File: src/rtl/mem_burst_responder_if.sv
// Bus bundle for the burst responder: request handshake, RAM port and load-vector result.
// The responder takes the slave view; the requester/RAM side takes the master view.
interface mem_burst_responder_if #(
  parameter int LANES  = 16,
  parameter int DATA_W = 8,
  parameter int ADDR_W = 19
);
  logic                    req_valid;
  logic                    req_write;
  logic [ADDR_W-1:0]       req_addr;
  logic [LANES*DATA_W-1:0] wdata_vec;
  logic                    req_ready;
  logic [ADDR_W-1:0]       ram_addr;
  logic [DATA_W-1:0]       ram_wdata;
  logic                    ram_we;
  logic [DATA_W-1:0]       ram_rdata;
  logic [LANES*DATA_W-1:0] rdata_vec;
  logic                    busy;
  logic                    done;

  modport slave (
    input  req_valid, req_write, req_addr, wdata_vec, ram_rdata,
    output req_ready, ram_addr, ram_wdata, ram_we, rdata_vec, busy, done
  );

  modport master (
    output req_valid, req_write, req_addr, wdata_vec, ram_rdata,
    input  req_ready, ram_addr, ram_wdata, ram_we, rdata_vec, busy, done
  );
endinterface

File: src/rtl/mem_burst_responder.sv
// Turns one vector request into LANES sequential single-word RAM accesses (store or load),
// assembling load data into rdata_vec and pulsing done when the burst completes.
module mem_burst_responder #(
  parameter int LANES  = 16,
  parameter int DATA_W = 8,
  parameter int ADDR_W = 19
) (
  input  logic                  clk,
  input  logic                  rst,
  mem_burst_responder_if.slave  bus
);
  localparam int CW = $clog2(LANES) + 1;
  localparam int IW = $clog2(LANES);
  localparam int VW = LANES * DATA_W;

  typedef enum logic [2:0] {S_IDLE, S_WRITE, S_READ, S_DRAIN, S_DONE} state_t;

  state_t          state_q, state_d;
  logic [CW-1:0]   cnt_q, cnt_d;
  logic [ADDR_W-1:0] base_q, base_d;
  logic [VW-1:0]   wvec_q, wvec_d;
  logic [VW-1:0]   rvec_q, rvec_d;
  logic            last_beat;
  logic [DATA_W-1:0] wlane [LANES];
  logic [LANES-1:0]  cap_lane;

  assign last_beat = (cnt_q == CW'(LANES - 1));

  // Load data trails its address by one cycle, so lane k lands while the counter reads k+1;
  // the counter parks at LANES during DRAIN to catch the final lane.
  genvar gi;
  generate
    for (gi = 0; gi < LANES; gi++) begin : g_lane
      assign wlane[gi]    = wvec_q[gi*DATA_W +: DATA_W];
      assign cap_lane[gi] = ((state_q == S_READ) || (state_q == S_DRAIN)) &&
                            (cnt_q == CW'(gi + 1));
    end
  endgenerate

  always_ff @(posedge clk or posedge rst) begin
    if (rst) state_q <= S_IDLE;
    else     state_q <= state_d;
  end

  always_ff @(posedge clk or posedge rst) begin
    if (rst) begin
      cnt_q  <= '0;
      base_q <= '0;
      wvec_q <= '0;
      rvec_q <= '0;
    end else begin
      cnt_q  <= cnt_d;
      base_q <= base_d;
      wvec_q <= wvec_d;
      rvec_q <= rvec_d;
    end
  end

  always_comb begin
    state_d = state_q;
    cnt_d   = cnt_q;
    base_d  = base_q;
    wvec_d  = wvec_q;
    unique case (state_q)
      S_IDLE: begin
        cnt_d = '0;
        if (bus.req_valid) begin
          base_d  = bus.req_addr;
          if (bus.req_write) wvec_d = bus.wdata_vec;
          state_d = bus.req_write ? S_WRITE : S_READ;
        end
      end
      S_WRITE: begin
        if (last_beat) begin
          cnt_d   = '0;
          state_d = S_DONE;
        end else begin
          cnt_d = cnt_q + 1'b1;
        end
      end
      S_READ: begin
        cnt_d = cnt_q + 1'b1;
        if (last_beat) state_d = S_DRAIN;
      end
      S_DRAIN: begin
        cnt_d   = '0;
        state_d = S_DONE;
      end
      S_DONE:  state_d = S_IDLE;
      default: state_d = S_IDLE;
    endcase
  end

  always_comb begin
    rvec_d = rvec_q;
    for (int i = 0; i < LANES; i++) begin
      if (cap_lane[i]) rvec_d[i*DATA_W +: DATA_W] = bus.ram_rdata;
    end
  end

  always_comb begin
    bus.req_ready = (state_q == S_IDLE);
    bus.busy      = (state_q != S_IDLE);
    bus.done      = (state_q == S_DONE);
    bus.ram_we    = 1'b0;
    bus.ram_addr  = '0;
    bus.ram_wdata = '0;
    bus.rdata_vec = rvec_q;
    case (state_q)
      S_WRITE: begin
        bus.ram_we    = 1'b1;
        bus.ram_addr  = base_q + ADDR_W'(cnt_q);
        bus.ram_wdata = wlane[cnt_q[IW-1:0]];
      end
      S_READ:  bus.ram_addr = base_q + ADDR_W'(cnt_q);
      default: ;
    endcase
  end
endmodule

File: src/flat_wrapper.sv
// flat-port wrapper written by rule: the top's interface ports become plain ports
module mem_burst_responder_flat 
#(
  parameter int LANES  = 16,
  parameter int DATA_W = 8,
  parameter int ADDR_W = 19
)
  (clk, rst, bus_req_valid, bus_req_write, bus_req_addr, bus_wdata_vec, bus_ram_rdata, bus_req_ready, bus_ram_addr, bus_ram_wdata, bus_ram_we, bus_rdata_vec, bus_busy, bus_done);
  mem_burst_responder_if #(.LANES(LANES), .DATA_W(DATA_W), .ADDR_W(ADDR_W)) bus_i ();
  input  logic clk;
  input  logic rst;
  input wire logic [$bits(bus_i.req_valid)-1:0] bus_req_valid;
  input wire logic [$bits(bus_i.req_write)-1:0] bus_req_write;
  input wire logic [$bits(bus_i.req_addr)-1:0] bus_req_addr;
  input wire logic [$bits(bus_i.wdata_vec)-1:0] bus_wdata_vec;
  input wire logic [$bits(bus_i.ram_rdata)-1:0] bus_ram_rdata;
  output wire logic [$bits(bus_i.req_ready)-1:0] bus_req_ready;
  output wire logic [$bits(bus_i.ram_addr)-1:0] bus_ram_addr;
  output wire logic [$bits(bus_i.ram_wdata)-1:0] bus_ram_wdata;
  output wire logic [$bits(bus_i.ram_we)-1:0] bus_ram_we;
  output wire logic [$bits(bus_i.rdata_vec)-1:0] bus_rdata_vec;
  output wire logic [$bits(bus_i.busy)-1:0] bus_busy;
  output wire logic [$bits(bus_i.done)-1:0] bus_done;
  assign bus_i.req_valid = bus_req_valid;
  assign bus_i.req_write = bus_req_write;
  assign bus_i.req_addr = bus_req_addr;
  assign bus_i.wdata_vec = bus_wdata_vec;
  assign bus_i.ram_rdata = bus_ram_rdata;
  assign bus_req_ready = bus_i.req_ready;
  assign bus_ram_addr = bus_i.ram_addr;
  assign bus_ram_wdata = bus_i.ram_wdata;
  assign bus_ram_we = bus_i.ram_we;
  assign bus_rdata_vec = bus_i.rdata_vec;
  assign bus_busy = bus_i.busy;
  assign bus_done = bus_i.done;
  mem_burst_responder #(.LANES(LANES), .DATA_W(DATA_W), .ADDR_W(ADDR_W)) u_core (.clk(clk), .rst(rst), .bus(bus_i));
endmodule
File: config.mk
export PLATFORM = sky130hd
export DESIGN_NAME = mem_burst_responder_flat
export DESIGN_NICKNAME = d
export VERILOG_FILES = /design/src/rtl/mem_burst_responder_if.sv /design/src/rtl/mem_burst_responder.sv /design/src/flat_wrapper.sv
export SDC_FILE = /design/constraint.sdc
export NUM_CORES = 1
export LEC_CHECK = 0
export CAP_MARGIN = 30
export CORE_MARGIN = 5
export CORE_UTILIZATION = 35
export DETAILED_ROUTE_END_ITERATION = 10
export PLACE_DENSITY_LB_ADDON = 0.05
export SLEW_MARGIN = 25
export SYNTH_ARGS = -nofsm -noshare
export SYNTH_HDL_FRONTEND = slang
export SYNTH_SLANG_ARGS = --single-unit
File: constraint.sdc
create_clock -name clk -period 11.3 [get_ports clk]
set_input_delay 3.39 -clock clk [delete_from_list [all_inputs] [get_ports clk]]
set_output_delay 3.39 -clock clk [all_outputs]
set_load 0.005 [all_outputs]
# --- Yosys cells after proc, flatten, opt, wreduce, memory -nomap -nowiden ---
# Cells that the tools add are included.
totals:
  output_inout_bits: 159
  elab_cells: 85
  reg_bits: 283
classes:
  addsub: 2
  bitwise: 1
  reduce_logical: 25
  eq_ne: 23
  mux: 13
  n_lt_le_gt_ge: 1
ops:
  columns: ["cell", "n"]
  rows:
  - ["$eq A5 B4 Y1 const B", 8]
  - ["$bmux W8 S4", 1]
  - ["$mux W8", 3]
  - ["$eq A5 B3 Y1 const B", 4]
  - ["$add A19 B5 Y19", 1]
  - ["$mux W19", 1]
  - ["$logic_and A1 B1 Y1", 16]
  - ["$pmux W5 S3", 1]
  - ["$pmux W3 S4", 1]
  - ["$eq A5 B2 Y1 const B", 2]
  - ["$mux W3", 3]
  - ["$eq A3 B2 Y1 const B", 2]
  - ["$reduce_and A3 Y1", 2]
  - ["$reduce_bool A3 Y1", 2]
  - ["$add A5 B1 Y5 const B", 1]
  - ["$eq A5 B1 Y1 const B", 1]
  - ["$eq A5 B5 Y1 const B", 1]
  - ["$ge A5 B5 Y1 const B", 1]
  - ["$mux W5", 1]
  - ["$not A4 Y5", 1]
  - ["$ne A2 B1 Y1 const B", 2]
  - ["$reduce_or A2 Y1", 2]
  - ["$eq A3 B1 Y1 const B", 1]
  - ["$eq A3 B3 Y1 const B", 1]
  - ["6 further kinds", 6]

# --- Depth between registers and ports, before layout ---
# Gate-level depths: netlist of the first run.
depth:
  ltp_word: 5
  depth_mapped: 9

# --- Worst setup path before layout of the first run ---
# OpenSTA, ideal clock, no wires.
synth_path:
  path_type: "reg-to-output"
  start: "reg u_core.cnt_q[1]"
  end: "out bus_ram_addr[16]"
  t_required_ns: 7.910
  arrival_ns: 2.376
  setup_slack_ns: 5.534
  n_path_buf: 2
  path_stages_with_launch: 10
  cell_sequence: "dfrtp_1 -> clkbuf_1 -> clkbuf_1 -> inv_1 -> fa_1 -> nor2b_1 -> o31a_1 -> o2111ai_1 -> xor2_1 -> nor2_1"
synth_between:
  elab_chain_len: 2
synth_lines:
  columns: ["item", "line_no", "source"]
  rows:
  - ["from (decl)", "mem_burst_responder.sv:19", "logic [CW-1:0] cnt_q, cnt_d;"]
  - ["from (signal assigned)", "mem_burst_responder.sv:52", "cnt_q <= cnt_d;"]
  - ["$add A19 B5 Y19", "mem_burst_responder.sv:112, mem_burst_responder.sv:115", null]
  - ["$mux W19", null, null]
  - ["to (decl)", "flat_wrapper.sv:18", "output wire logic [$bits(bus_i.ram_addr)-1:0] bus_ram_addr;"]
# Every way passes these cells.

# --- Worst setup path in the final report of the first run ---
layout_path:
  start: "reg u_core.cnt_q[1]"
  end: "out bus_ram_addr[17]"
# Same word-level chain as after synthesis.

==> results of run 1 <==
==> placed cells by master (no fill, tap or decap), types with 5 or more instances in the layout <==
master	instances
clkdlybuf4s50_1	317
dfrtp_1	281
mux2_2	170
mux2_4	100
clkbuf_16	37
nor2_1	32
mux4_2	32
nand2_1	17
mux2i_1	17
xor2_1	14
inv_1	12
ha_1	11
o22ai_1	9
o21ai_0	9
clkbuf_1	9
nor3_1	8
nor2b_1	7
nand4_1	6
a21oi_1	5
clkbuf_8	5
==> metal layers <==
| layer | share of wire (%) | vias to the layer above | track usage, % |
|---|---|---|---|
| li1 | - | 3585 | - |
| met1 | 44 | 3988 | 22.5 |
| met2 | 48 | 211 | 27.1 |
| met3 | 6.4 | 44 | 5.04 |
| met4 | 1.3 | 10 | 3.07 |
| met5 | 0.21 | - | 0 |
==> cells in the mapped netlist <==
cell	n
a21o_1	2
ha_1	11
xnor2_1	2
mux2i_1	17
mux2_2	170
buf_2	9
a21oi_1	5
and2_1	4
buf_6	14
and4_1	1
or3_1	1
nor2_1	32
nor4_1	1
and3_1	3
buf_4	1
a211oi_1	3
nor3b_1	4
o211ai_1	2
or3_4	1
o21ai_0	9
dfrtp_1	283
fa_1	1
buf_1	4
xor2_1	14
clkbuf_1	19
nand2_1	17
mux2_4	100
o22ai_1	9
or2_2	1
o21a_1	1
nand2_2	1
inv_1	13
nor3_1	8
nand3_1	3
nand4b_1	1
mux4_2	32
nand4_1	6
o2111ai_1	2
o31a_1	1
nand2b_1	3
nand3b_1	1
mux2_1	3
nor2b_1	7
inv_2	1
==> flip-flops by register name, indices dropped and copies added (netlist names) <==
name / cells
u_core.base_q: 19
u_core.bus.rdata_vec: 128
u_core.cnt_q: 5
u_core.state_q: 3
u_core.wvec_q: 128
==> stage by stage <==
| stage | setup slack (ns) | std cells |
|---|---|---|
| floorplan | 0.103 | 823 |
| global placement | 4.63 | 1566 |
| detailed placement | 4.93 | 1567 |
| CTS | 4.38 | 1625 |
| global route | 4.12 | 1625 |
| finish | 4.44 | 1625 |
==> worst max-delay path, cell delays in order (launching register included) <==
cell and delay, ns:
dfrtp_4 0.74, ha_1 0.42, a211oi_1 0.09, o21ai_0 0.58, nand2_1 0.18, nor2_1 0.16, mux2_2 0.34, clkdlybuf4s50_1 0.47
==> logic make-up (layout without fill, tap and decap cells) <==
logic type | Yosys count | count (layout) | share of synthesized area (%)
buffers and inverters | 61 | 395 | 2.74
adder cells (fa/ha/maj) | 12 | 12 | 1.24
XOR/XNOR | 16 | 16 | 1.10
flip-flops | 283 | 283 | 55.5
multiplexers | 322 | 322 | 34.0
AND/OR/NAND/NOR | 95 | 95 | 3.72
AO/OA/AOI/OAI | 34 | 34 | 1.67
==> power by group <==
part / switching (mW) / internal [mW] / total, mW / leakage, nW
combinational: 0.536 / 0.993 / 1.53 / 3.57
sequential: 0.254 / 1.40 / 1.65 / 3.40
clock: 0.407 / 0.672 / 1.08 / 0.547
total: 1.20 / 3.06 / 4.26 / 7.51
==> worst max path at each step <==
stage,endpoint,depth (start not counted),slack [ns],startpoint
final,bus_ram_addr[17],7,4.44,u_core.cnt_q[1]
after global routing,bus_ram_addr[8],8,4.12,u_core.cnt_q[1]
after detailed placement,bus_ram_addr[8],8,4.93,u_core.cnt_q[1]
after CTS,bus_ram_addr[8],8,4.38,u_core.cnt_q[1]
after global placement,bus_ram_addr[16],8,4.63,u_core.cnt_q[1]
after floorplan,u_core.base_q[0],1,0.10,rst
==> final cells by class <==
cell class,count,area share [%]
inverters,14,0.373
repair buffers,323,18.6
clock buffers,51,5.90
flip-flops and latches,283,40.6
multi-input cells,479,30.6
clock inverters,7,0.502
well taps,468,3.36
==> run metrics, run 1 <==
Setup Skew=0.00945 ns; RSZ-0062 raised after global routing=false; Worst Reg-to-Reg Cells=8; Slew headroom=43.5%; Layout Utilization=48.1%; Placed Area=16300 sq um; fill cell total of the finished layout=3251; Syn-to-layout area delta=36.7%; initial antenna violation count=5; Clk pin slew, worst setup/hold paths=0.05 ns; Post CTS Setup Buffer Count=0; fin nets=1306; crit path time final=6.86 ns; synthesized cell area=12800 sq um; TritonRoute pass-1 iters=4; Final Hold Viols=0; HP Start=u_core.bus.rdata_vec[80]; H-tree depth=2; cell at the root of the clock tree=clkbuf_16; port bufs=317; Post-Syn Area per Cell=15.5 sq um; Hold Path Sink=u_core.bus.rdata_vec[80]; Hold-fix buffers, CTS=0; Rows=70; layout cells sized above 1=31.5%; P per Cell Area=244 nW/um^2; Synth Register Bits=283; area taken by multi-input logic gates=5340 sq um; Reg2Reg Launch Point=u_core.state_q[2]; worst slew pin tran=0.848 ns; hold depth=1; Die W=201 um; global-route wire length before repair=53200 um; Reg2Reg Capture Point=u_core.wvec_q[12]; final setup vio count=0; # diodes=0; drt wl/cell=20.9 um; largest cells by area after synthesis=dfrtp_1 (56%), mux2_2 (15%), mux2_4 (12%), mux4_2 (5.6%), mux2i_1 (1.3%); register area share after synthesis=55.5%; Clk Latency, worst-skew pair=0.50 ns; routed vias=7838; Worst Path Required=7.91 ns; outcome=finished, final reports clean; Pleak=7.51 nW; worst hold path type=reg -> reg; Max Slew Vio Count=0; Max Freq=0.146 GHz; number of global-route vias before repair=8536; core region area=36300 sq um; Cell variety after synth=44; Synth Warn #=0; Global Route Usage Sum=16.7%; Syn Inst Count=823; register area=7090 sq um; crit-path max FO=38; post-synth net total=994; antenna-violating nets left=0; Die Area=40400 sq um; chip height=201 um; fin crit share=60.7%; Max IR drop VDD=0.115 mV; TritonCTS buffer count=34; top-area cell type share of the netlist area=55.5%; Worst setup SP type=flop; Final Cell Area=17400 sq um; crit end category=primary output; post_cts resized=0; Starting Density=35.2%; CTS tree=yes; Hold WS=0.494 ns; total clock sinks=283; drt total wl=34000 um; flop2flop setup slack=8.04 ns; Routability Congestion=0.766; Boundary Pins=318; DRC viols=0; max-cap violation count=0; CP Class=reg -> out; clk buf depth=3; Overflow after GRT=0; initial DRC count=315; via/cell ratio=4.82; Detail Placement HPWL=24300 um; Yosys top cell by area=dfrtp_1; Power Total=4.26 mW; largest net degree at the start of global routing=153; CP arrival=3.47 ns; Fin Setup TNS=0 ns
Power figures use the tool's default switching activity.
==> run 2: changes to the inputs <==
Clock period 11.3 ns to 6.5 ns, I/O delays scaled along.
==> run 2 against run 1 <==
Largest power group unchanged. Setup slack worse by 3.4 ns. Die area unchanged. Highest routed layer unchanged. Final cell count up 0.62%. Total power up 77%. Critical path depth up 1. Combinational power up 76%. Flip-flop and latch count unchanged. Clock power up 85%. Critical path type unchanged. Routed wire length up 1.5%.
==> run metrics, run 2 (synthesized netlist as in run 1, its figures left out) <==
CP Class=reg -> out; Detail Placement HPWL=24700 um (+1.5%); P per Cell Area=429 nW/um^2 (+76%); most common cell after layout, fill and taps aside=clkdlybuf4s50_1; CTS tree=yes; Die Area=40400 sq um (unchanged); chip height=201 um (unchanged); Syn-to-layout area delta=37.7%; via/cell ratio=4.86 (+0.71%); routed vias=7942 (+1.3%); Layout Utilization=48.4% (+0.32 points); Max IR drop VDD=0.191 mV (+66%); flop2flop setup slack=3.55 ns (-4.49 ns); port bufs=317 (unchanged); drt total wl=34500 um (+1.5%); CP Launch Point=u_core.cnt_q[1]; Rows=70 (unchanged); cell at the root of the clock tree=clkbuf_16; crit-path max FO=26 (-32%); CP arrival=3.52 ns (+0.05 ns); total clock sinks=283 (unchanged); CP Depth=8 (+1); initial antenna violation count=8 (+3); layout cells sized above 1=32.1% (+0.67 points); Worst Reg-to-Reg Cells=7 (-1); clk buf depth=3 (unchanged); RSZ-0062 raised after global routing=false; Boundary Pins=318 (unchanged); worst slew pin tran=0.952 ns (+0.104 ns); initial DRC count=262 (-17%); Routability Congestion=0.754 (-1.6%); core region area=36300 sq um (unchanged); Worst setup SP type=flop; number of global-route vias before repair=8570 (+0.40%); Setup WS pre-CTS=1.50 ns (-3.43 ns); final setup vio count=0 (unchanged); CP peak stage delay=0.58 ns (-0.16 ns); Pleak=7.57 nW (+0.76%); Clk Latency, worst-skew pair=0.50 ns (about the same); drt wl/cell=21.1 um (+0.83%); Die W=201 um (unchanged); crit end category=primary output; Final WS setup=1.03 ns (-3.41 ns); max-cap violation count=0 (unchanged); DRC viols=0 (unchanged); fin nets=1310 (+0.31%); fin crit share=84.2%; CP Buf/Inv Count=2 (+1); worst hold path type=reg -> reg; Post CTS Setup Buffer Count=0 (unchanged); crit path time final=5.47 ns; Slew headroom=36.6% (-6.9 points); Hold WS=0.501 ns (+0.00750 ns); Placed Cells incl. Taps=1571 (+0.26%); Final Cell Area=17600 sq um (+0.67%); Max Slew Vio Count=0 (unchanged); Fin Setup TNS=0 ns (unchanged); Hold-fix buffers, CTS=0 (unchanged); global-route wire length before repair=52900 um (-0.58%); antenna-violating nets left=0 (unchanged); outcome=finished, final reports clean; Clk pin slew, worst setup/hold paths=0.05 ns (about the same); Reg2Reg Launch Point=u_core.state_q[2]; Worst Setup EP=bus_ram_addr[17]; Overflow after GRT=0 (unchanged); worst path cell trace=buf_4 > ha_1 > a211oi_1 > o21ai_0 > nand2_1 > nor2_1 > mux2_2 > clkdlybuf4s50_1; Placed Area=16300 sq um (about the same); Worst Path Required=4.55 ns (-3.36 ns); Non-Filler Instances=1635 (+0.62%); Max Freq=0.183 GHz; H-tree depth=2 (unchanged); TritonRoute pass-1 iters=4 (unchanged); Setup Skew=0.00799 ns (-0.00146 ns); Reg2Reg Capture Point=u_core.wvec_q[80]; most frequent cells in the layout=clkdlybuf4s50_1 (317), dfrtp_1 (281), mux2_2 (170), mux2_4 (100), clkbuf_16 (37); Global Route Usage Sum=16.7% (about the same); largest net degree at the start of global routing=161 (+5.2%); Starting Density=35.2% (unchanged); TritonCTS buffer count=34 (unchanged); Final Hold Viols=0 (unchanged); post_cts resized=0 (unchanged); CP top delay family=buffers and inverters; CP max stage cell=o21ai_0; Power Total=7.54 mW (+77%)
[run 2: cell type report]
class | count | area (sq um)
Clock inverter | 4 | 72.6
Tap cell | 468 | 586
Antenna cell | 3 | 7.51
Multi-Input combinational cell | 479 | 5340
Timing Repair Buffer | 327 | 3270
Fill cell | 3279 | 18700
Sequential cell | 283 | 7080
Clock buffer | 57 | 1140
Inverter | 14 | 56.3
[run 2: metal layers]
layer | up-vias | track usage (%) | part of all wire [%]
met5 | - | 0 | 0.18
met4 | 10 | 4.79 | 2.4
met3 | 64 | 5.12 | 6.8
met2 | 231 | 27.0 | 47
met1 | 4039 | 21.8 | 43
li1 | 3598 | - | -
[run 2: worst min-delay path by stage]
stage,start,endpoint,slack [ns],cells past startpoint
after floorplan,u_core.wvec_q[14],u_core.wvec_q[14],0.47,1
after global placement,u_core.bus.rdata_vec[80],u_core.bus.rdata_vec[80],0.48,1
after detailed placement,u_core.wvec_q[66],u_core.wvec_q[66],0.49,1
after CTS,u_core.wvec_q[25],u_core.wvec_q[25],0.51,1
after global routing,u_core.bus.rdata_vec[71],u_core.bus.rdata_vec[71],0.51,1
final,u_core.wvec_q[9],u_core.wvec_q[9],0.50,1
[run 2: worst reg2reg max path, stage by stage (launching register included)]
cell	delay, ns
dfrtp_1	0.57
or3_4	0.50
inv_2	0.06
and2_1	0.11
buf_4	0.31
nand2_8	0.46
buf_4	0.48
mux2_4	0.34
[run 2: power breakdown]
group / internal (mW) / leakage [nW] / total, mW / switching [mW]
combinational: 1.73 / 3.57 / 2.69 / 0.961
sequential: 2.43 / 3.40 / 2.85 / 0.427
clock: 1.27 / 0.596 / 2.00 / 0.726
total: 5.42 / 7.57 / 7.54 / 2.11
==> run 3: changes to the inputs <==
Clock period 6.5 ns to 4.42 ns, I/O delays scaled along.
==> run 3 against run 2 <==
Sequential power grew 47%. Critical path depth grew 2. Die area is the same. Via count grew 0.24%. Clock skew grew 0.0077 ns. Sequential share of layout area is essentially flat. Core utilization is essentially flat. Clock power grew 37%.
==> run metrics, run 3 (synthesized netlist as in run 1, its figures left out) <==
outcome=finished, final reports clean; crit end category=primary output; Global Route Usage Sum=16.9% (+0.18 points); Pleak=7.57 nW (about the same); Starting Density=35.2% (unchanged); most common cell after layout, fill and taps aside=clkdlybuf4s50_1; Worst Path Required=3.09 ns (-1.46 ns); worst slew pin tran=0.710 ns (-0.241 ns); Slew headroom=52.5% (+16 points); max-cap violation count=0 (unchanged); CP Class=reg -> out; number of global-route vias before repair=8696 (+1.5%); Fin Setup TNS=0 ns (unchanged); RSZ-0062 raised after global routing=false; via/cell ratio=4.86 (about the same); Clk pin slew, worst setup/hold paths=0.06 ns (about the same); most frequent cells in the layout=clkdlybuf4s50_1 (317), dfrtp_1 (281), mux2_2 (170), mux2_4 (100), clkbuf_16 (37); total clock sinks=283 (unchanged); routed vias=7961 (+0.24%); drt wl/cell=21.1 um (about the same); crit-path max FO=8 (-69%); register area=7080 sq um (unchanged); Max Freq=0.234 GHz; layout cells sized above 1=32.6% (+0.43 points); Setup Skew=0.0157 ns (+0.00767 ns); P per Cell Area=623 nW/um^2 (+45%); H-tree depth=2 (unchanged); area taken by multi-input logic gates=5350 sq um (+0.21%); initial DRC count=292 (+11%); Die W=201 um (unchanged); fin crit share=96.6%; global-route wire length before repair=53600 um (+1.4%); Die Area=40400 sq um (unchanged); TritonRoute pass-1 iters=6 (+2); Boundary Pins=318 (unchanged); port bufs=317 (unchanged); final setup vio count=0 (unchanged); TritonCTS buffer count=34 (unchanged); Rows=70 (unchanged); Max Slew Vio Count=0 (unchanged); fin nets=1316 (+0.46%); Clk Latency, worst-skew pair=0.51 ns (about the same); DRC viols=0 (unchanged); antenna-violating nets left=0 (unchanged); CTS tree=yes; Routability Congestion=0.773 (+2.4%); Hold WS=0.501 ns (-0.000449 ns); Max IR drop VDD=0.301 mV (+58%); worst hold path type=reg -> reg; fill cell total of the finished layout=3319 (+1.2%); core region area=36300 sq um (unchanged); Syn-to-layout area delta=37.6% (about the same); largest net degree at the start of global routing=102 (-37%); CP arrival=2.95 ns (-0.57 ns); Placed Area=16400 sq um (+0.41%); initial antenna violation count=7 (-1); Power Total=10.9 mW (+45%); drt total wl=34600 um (+0.16%); clk buf depth=3 (unchanged); Worst setup SP type=flop; chip height=201 um (unchanged); Final Hold Viols=0 (unchanged); crit path time final=4.27 ns; cell at the root of the clock tree=clkbuf_16; Detail Placement HPWL=24900 um (+0.72%); Final Cell Area=17500 sq um (about the same); Overflow after GRT=0 (unchanged)
-- run 3: cell types whose count changed in the layout (fill, tap and decap cells not counted), moves of 2 or more --
cell,change
buf_4,+3
buf_12,+3
diode_2,-2
clkbuf_8,-8
clkbuf_1,+2
clkinv_2,+8
-- run 3: area by class of cell --
cell class | instances | share of cell area [%]
repair buffers | 333 | 19.1
diodes | 1 | 0.0143
flip-flops and latches | 283 | 40.4
clock inverters | 10 | 0.428
inverters | 14 | 0.321
well taps | 468 | 3.34
multi-input cells | 479 | 30.5
clock buffers | 51 | 5.92
-- run 3: worst paths after layout --
path / startpoint / end / slack (ns) / cells after the start
setup / recovery: u_core.cnt_q[0] / bus_ram_addr[8] / 0.15 / 10
hold / removal: u_core.wvec_q[23] / u_core.wvec_q[23] / 0.50 / 1
setup reg to reg: u_core.state_q[2] / u_core.wvec_q[81] / 1.75 / 7
hold reg to reg: u_core.wvec_q[23] / u_core.wvec_q[23] / 0.50 / 1
max in group asynchronous: rst / u_core.bus.rdata_vec[33] / 2.45 / 3
min in group asynchronous: rst / u_core.bus.rdata_vec[119] / 1.12 / 2
-- run 3: worst max-delay path, cell delays in order (launching register included) --
cell and delay, ns:
dfrtp_2 0.38, ha_2 0.19, inv_1 0.06, fa_1 0.38, nor2b_2 0.18, o31a_1 0.15
buf_4 0.16, o2111ai_1 0.12, xor2_1 0.17, nor2_1 0.11, clkdlybuf4s50_1 0.53
-- run 3: layer usage --
layer,track usage [%],share of wire (%),wire length [um],vias up
li1,-,-,-,3618
met1,22.3,44,15100,4036
met2,27.4,47,16400,233
met3,5.04,6.7,2300,62
met4,4.11,2.1,742,12
met5,0,0.22,77,-
-- run 3: power breakdown --
group	switching [mW]	internal (mW)	leakage [nW]	total, mW
sequential	0.612	3.57	3.40	4.18
clock	1.07	1.68	0.558	2.75
combinational	1.43	2.57	3.62	3.99
total	3.11	7.82	7.57	10.9
-- run 3: metrics by stage --
stage	setup slack (ns)	instances	util, %
6_report	0.149	1639	48.4
5_1_grt	0.0328	1639	48.4
4_1_cts	0.0000346	1636	48.3
3_5_place_dp	0.559	1575	45.2
3_3_place_gp	0.550	1575	45.2
2_1_floorplan	-0.655	823	-
-- run 3: what timing repair did --
item,4_1_cts,5_1_grt
resized for setup,0,4
setup endpoints to repair,0,13
hold buffers,0,0
setup buffers,0,2
